$ cat src/rtl/rc4_sched_pkg.sv
// rc4_sched_pkg: shared state encoding and default key width for the key chunk scheduler.
package rc4_sched_pkg;
   localparam int KEY_W_DEF = 24;
   typedef enum logic [2:0] {
      S_IDLE,
      S_DISPATCH,
      S_DRAIN,
      S_FOUND,
      S_EXHAUSTED
   } state_t;
endpackage

$ cat src/rtl/rr_arbiter.sv
// rr_arbiter: one-hot grant to the first requester at or after ptr, wrapping around.
module rr_arbiter #(
   parameter int N  = 4,
   parameter int PW = $clog2(N)
) (
   input  logic [N-1:0]  req,
   input  logic [PW-1:0] ptr,
   output logic [N-1:0]  grant
);
   logic hit;
   always_comb begin
      grant = '0;
      hit   = 1'b0;
      for (int k = 0; k < N; k++) begin
         if (!hit && req[(int'(ptr) + k) % N]) begin
            grant[(int'(ptr) + k) % N] = 1'b1;
            hit = 1'b1;
         end
      end
   end
endmodule

$ cat src/rtl/key_chunk_scheduler.sv
// key_chunk_scheduler: hands out fixed-size key chunks round-robin to decryption cores
// and latches the first reported matching key.
module key_chunk_scheduler
   import rc4_sched_pkg::*;
#(
   parameter int                 NUM_CORES  = 4,
   parameter int                 KEY_W      = KEY_W_DEF,
   parameter int                 CHUNK_LOG2 = 16,
   parameter logic [KEY_W-1:0]   MAX_KEY    = 24'h3FFFFF
) (
   input  logic                         clk,
   input  logic                         reset,
   input  logic                         start,
   input  logic                         abort,
   input  logic [NUM_CORES-1:0]         core_req,
   input  logic [NUM_CORES-1:0]         core_found,
   input  logic [NUM_CORES*KEY_W-1:0]   core_key,
   output logic [NUM_CORES-1:0]         grant,
   output logic [KEY_W-1:0]             chunk_base,
   output logic                         core_halt,
   output logic                         busy,
   output logic                         found,
   output logic                         exhausted,
   output logic [KEY_W-1:0]             found_key,
   output logic [$clog2(NUM_CORES)-1:0] found_core
);
   localparam int PW = $clog2(NUM_CORES);
   localparam logic [KEY_W:0] STEP = {{KEY_W{1'b0}}, 1'b1} << CHUNK_LOG2;
   localparam logic [KEY_W:0] LAST = {1'b0, MAX_KEY} + 1'b1 - STEP;

   state_t               state, state_n;
   logic [KEY_W:0]       next_base;
   logic [PW-1:0]        rr_ptr, rr_nxt, gidx, fidx;
   logic [NUM_CORES-1:0] pending, arb_grant;
   logic [KEY_W-1:0]     fkey;
   logic                 halt_q, active, any_found, do_abort, do_init, done;

   rr_arbiter #(.N(NUM_CORES), .PW(PW)) u_arb (
      .req   (core_req),
      .ptr   (rr_ptr),
      .grant (arb_grant)
   );

   assign active    = state == S_DISPATCH || state == S_DRAIN;
   assign done      = state == S_FOUND || state == S_EXHAUSTED;
   assign any_found = |core_found;
   assign do_abort  = abort && state != S_IDLE;
   assign do_init   = start && !abort && (state == S_IDLE || done);

   // Outputs are forced low while reset is held so nothing leaks before the reset edge.
   assign grant      = (reset && state == S_DISPATCH && !any_found) ? arb_grant : '0;
   assign chunk_base = |grant ? next_base[KEY_W-1:0] : '0;
   assign busy       = reset && active;
   assign found      = reset && state == S_FOUND;
   assign exhausted  = reset && state == S_EXHAUSTED;
   assign core_halt  = reset && (halt_q || done);
   assign rr_nxt     = gidx == PW'(NUM_CORES - 1) ? '0 : gidx + 1'b1;

   // Descending scan so the lowest-index finder wins.
   always_comb begin
      gidx = '0;
      fidx = '0;
      fkey = '0;
      for (int i = NUM_CORES - 1; i >= 0; i--) begin
         if (grant[i]) gidx = PW'(i);
         if (core_found[i]) begin
            fidx = PW'(i);
            fkey = core_key[i*KEY_W +: KEY_W];
         end
      end
   end

   always_comb begin
      state_n = state;
      if (do_abort) state_n = S_IDLE;
      else if (do_init) state_n = S_DISPATCH;
      else if (active && any_found) state_n = S_FOUND;
      else if (state == S_DISPATCH && |grant && next_base == LAST) state_n = S_DRAIN;
      else if (state == S_DRAIN && pending == '0 && &core_req) state_n = S_EXHAUSTED;
   end

   always_ff @(posedge clk) begin
      if (!reset) begin
         state      <= S_IDLE;
         next_base  <= '0;
         rr_ptr     <= '0;
         pending    <= '0;
         found_key  <= '0;
         found_core <= '0;
         halt_q     <= 1'b0;
      end else begin
         state  <= state_n;
         halt_q <= do_abort;
         if (do_abort) begin
            pending <= '0;
         end else if (do_init) begin
            next_base  <= '0;
            rr_ptr     <= '0;
            pending    <= '0;
            found_key  <= '0;
            found_core <= '0;
         end else begin
            pending <= (pending | grant) & ~(core_req & ~grant);
            if (|grant) begin
               next_base <= next_base + STEP;
               rr_ptr    <= rr_nxt;
            end
            if (active && any_found) begin
               found_key  <= fkey;
               found_core <= fidx;
            end
         end
      end
   end
endmodule

$ cat config.mk
export PLATFORM = sky130hd
export DESIGN_NAME = key_chunk_scheduler
export DESIGN_NICKNAME = d
export VERILOG_FILES = /design/src/rtl/rc4_sched_pkg.sv /design/src/rtl/rr_arbiter.sv /design/src/rtl/key_chunk_scheduler.sv
export SDC_FILE = /design/constraint.sdc
export NUM_CORES = 1
export LEC_CHECK = 0
export CELL_PAD_IN_SITES_DETAIL_PLACEMENT = 1
export CELL_PAD_IN_SITES_GLOBAL_PLACEMENT = 2
export CORE_MARGIN = 2
export CORE_UTILIZATION = 21
export DETAILED_ROUTE_END_ITERATION = 7
export PLACE_DENSITY_LB_ADDON = 0.1
export SYNTH_ARGS = -nofsm -noshare
export SYNTH_HDL_FRONTEND = slang
export SYNTH_SLANG_ARGS = --single-unit
$ cat constraint.sdc
create_clock -name clk -period 7.7 [get_ports clk]
set_clock_uncertainty 0.05 [all_clocks]
set_input_delay 0.77 -clock clk [delete_from_list [all_inputs] [get_ports clk]]
set_output_delay 0.77 -clock clk [all_outputs]
set_load 0.03 [all_outputs]
==> impl_metrics.toml <==
[clocking]
clkSinkCount = 45
clkLatencyLatePin_ns = 0.30
ctsHoldBuffers = 0
cts_max_path_buffers = 2
postCtsSetupRepairBufs = 0
cts_resized = 0
clk_pin_slew_ns = 0.07
cts_tree = "done"
root_buffer = "clkbuf_16"
h-tree-depth = 2
cts_buffers = 5

[route]
drc = 0
drt-initial-drc-count = 135
wl_per_cell_um = 17.7
routed_wl_mm = 11.8
antenna_left = 0
vias = 3241
via_per_inst = 4.87
first_pass_iters = 5

[setup_path]
slowest_stage = "clkdlybuf4s50_1"
cp_num_buf_inv = 2
worstPathCellList = "inv_1, ha_1, mux4_2, nor4b_4, a22oi_1, a31oi_2, or4_1, and2_1, clkdlybuf4s50_1"
r2r_start = "rr_ptr[0]"
worstSetupPathType = "reg2out"
critPathTopFamily = "simple AND/OR/NAND/NOR gates"
cp.required_ns = 6.88
crit_fanout = 11
slowest_delay_ns = 0.66
worstPathArrival_ns = 4.15
worstSetupEndpointType = "output port"
startpoint_type = "flop"
startpoint = "rr_ptr[0]"

[synth]
yosysUniqueCellTypes = 44
synth_edf_count = 0
ys_ff_latch = 45
yosysWarnings = 0
seq_area_frac_synth_pct = 31.4
synth_ff_type = "dfxtp_1"
synth_top_area_cell = "dfxtp_1"
synthArstFlopShare_pct = 0
synth_area_leaders = "dfxtp_1 (31%), a221oi_1 (7.6%), a21oi_1 (6.5%), nor4_1 (5.9%), nor2_1 (5.4%)"
synthCells = 357
syn_avg_cell_area_um2 = 8.03
netlist.area_leader.share_pct = 31.4
synth.cell_area_um2 = 2870

[floorplanning]
die_x_um = 121
io_pins = 166
die_area_um2 = 14600
die_y_um = 121
rows = 42
coreArea_um2 = 13300
initial_core_util_pct = 21.6

[pwr]
power.total_mw = 1.12
p_leak_nw = 1.59
peakVddDrop_mv = 0.148
power_density_nw_per_um2 = 242

[timing]
setup_tns_ns = 0
period_share_pct = 64.5
setup_viol = 0
rsz0062_at_grt = "no"
slew_headroom_pct = 31.5
finalMaxSlewViolations = 0
fin_crit_ns = 4.97
max_freq_mhz = 201
tightest_slew_ns = 1.03
finalHoldViolations = 0

[global_routing]
grt_max_degree = 53
grt_pass1_wl_mm = 18.7
track_usage_pct = 16.4
gr-total-overflow = 0
antenna_found_initial = 2
grt_pass1_vias = 3489

[run_status]
status = "complete, no violations"

[final_layout]
mostFrequentLayoutCells = "clkdlybuf4s50_1 (149), dfxtp_1 (45), nor2_1 (41)"
mostFrequentLayoutCell = "clkdlybuf4s50_1"
fin_nets = 603
synthToLayoutAreaGrowth_pct = 61.9
drive_above_1_share_pct = 5.94

[placement]
dp_hpwl_mm = 8.74
numPortBuffers = 149
finalWeightedCongestion = 0.798

[hold_path]
hold_path_class = "reg2reg"
hold_start = "found_key[3]"

[run]
max_cap_viol_count = 0
[layout make-up]
| cell class | instances | area (um2) |
|---|---|---|
| tap | 176 | 220 |
| timing repair buffer | 155 | 1540 |
| sequential | 45 | 901 |
| inverter | 10 | 37.5 |
| fill | 1584 | 8650 |
| clock buffer | 5 | 125 |
| antenna | 2 | 5.00 |
| clock inverter | 3 | 65.1 |
| multi-input combinational | 270 | 1750 |
[power breakdown]
group	total [mW]	leakage [nW]	internal (mW)	switching, mW
clock	0.286	0.0938	0.186	0.101
combinational	0.523	1.13	0.212	0.311
sequential	0.315	0.366	0.280	0.0343
[registers in the layout (all words and copies together), names as in the netlist]
| register | cells |
|---|---|
| pending | 4 |
| state | 3 |
| found_key | 24 |
| next_base | 9 |
| rr_ptr | 2 |
| found_core | 2 |
| halt_q | 1 |
[stage by stage]
stage / cell area, um2 / hold WS, ns / worst slack [ns] / instances / util [%]
floorplan: 2920 / 0.402 / 3.63 / 372 / -
global placement: 4450 / 0.416 / 2.91 / 656 / 33.4
detailed placement: 4450 / 0.429 / 2.81 / 656 / 33.4
CTS: 4640 / 0.446 / 2.66 / 664 / 34.9
global route: 4640 / 0.480 / 2.39 / 666 / 34.9
finish: 4640 / 0.443 / 2.73 / 666 / 34.9
[per-layer routing]
layer | track usage [%] | part of all wire [%] | vias up
met5 | 0 | 0 | -
met4 | 4.80 | 1.7 | 0
met3 | 6.13 | 6.9 | 9
met2 | 28.1 | 49 | 95
met1 | 19.0 | 42 | 1548
li1 | - | - | 1589
[cells in the mapped netlist (all sizes together), types with 8 or more instances]
library cell and count:
nor2 41, and2 8, inv 9, dfxtp 45, buf 20, clkbuf 27
a221oi 25, a21oi 37, nor4 27, ha 8, o22ai 24, nand2 14
nand3 9
[kinds of logic (layout without fill, tap and decap cells)]
| family | count (synthesis) | in the layout | synth area share (%) |
|---|---|---|---|
| and+or+nand+nor | 128 | 128 | 23.9 |
| AOI/OAI and AO/OA | 113 | 113 | 27.5 |
| buffers and inverters | 57 | 173 | 10.1 |
| DFF | 45 | 45 | 31.4 |
| adders and majority gates | 8 | 8 | 3.49 |
| muxes | 4 | 4 | 3.14 |
| other | 1 | 18 | 0.131 |
| xor gates and xnor gates | 1 | 1 | 0.306 |
[tightest hold or removal path, stage by stage (launching register included)]
cell and delay, ns:
dfxtp_1 0.33, a21oi_1 0.06, nor2_1 0.07
[path summary, 6_finish.rpt]
kind | end | slack, ns | depth (start not counted)
setup / recovery | chunk_base[20] | 2.73 | 9
hold / removal | found_key[3] | 0.44 | 2
setup reg to reg | next_base[24] | 3.95 | 10
hold reg to reg | found_key[3] | 0.44 | 2
Note: power is estimated with default switching activity, not from simulation.
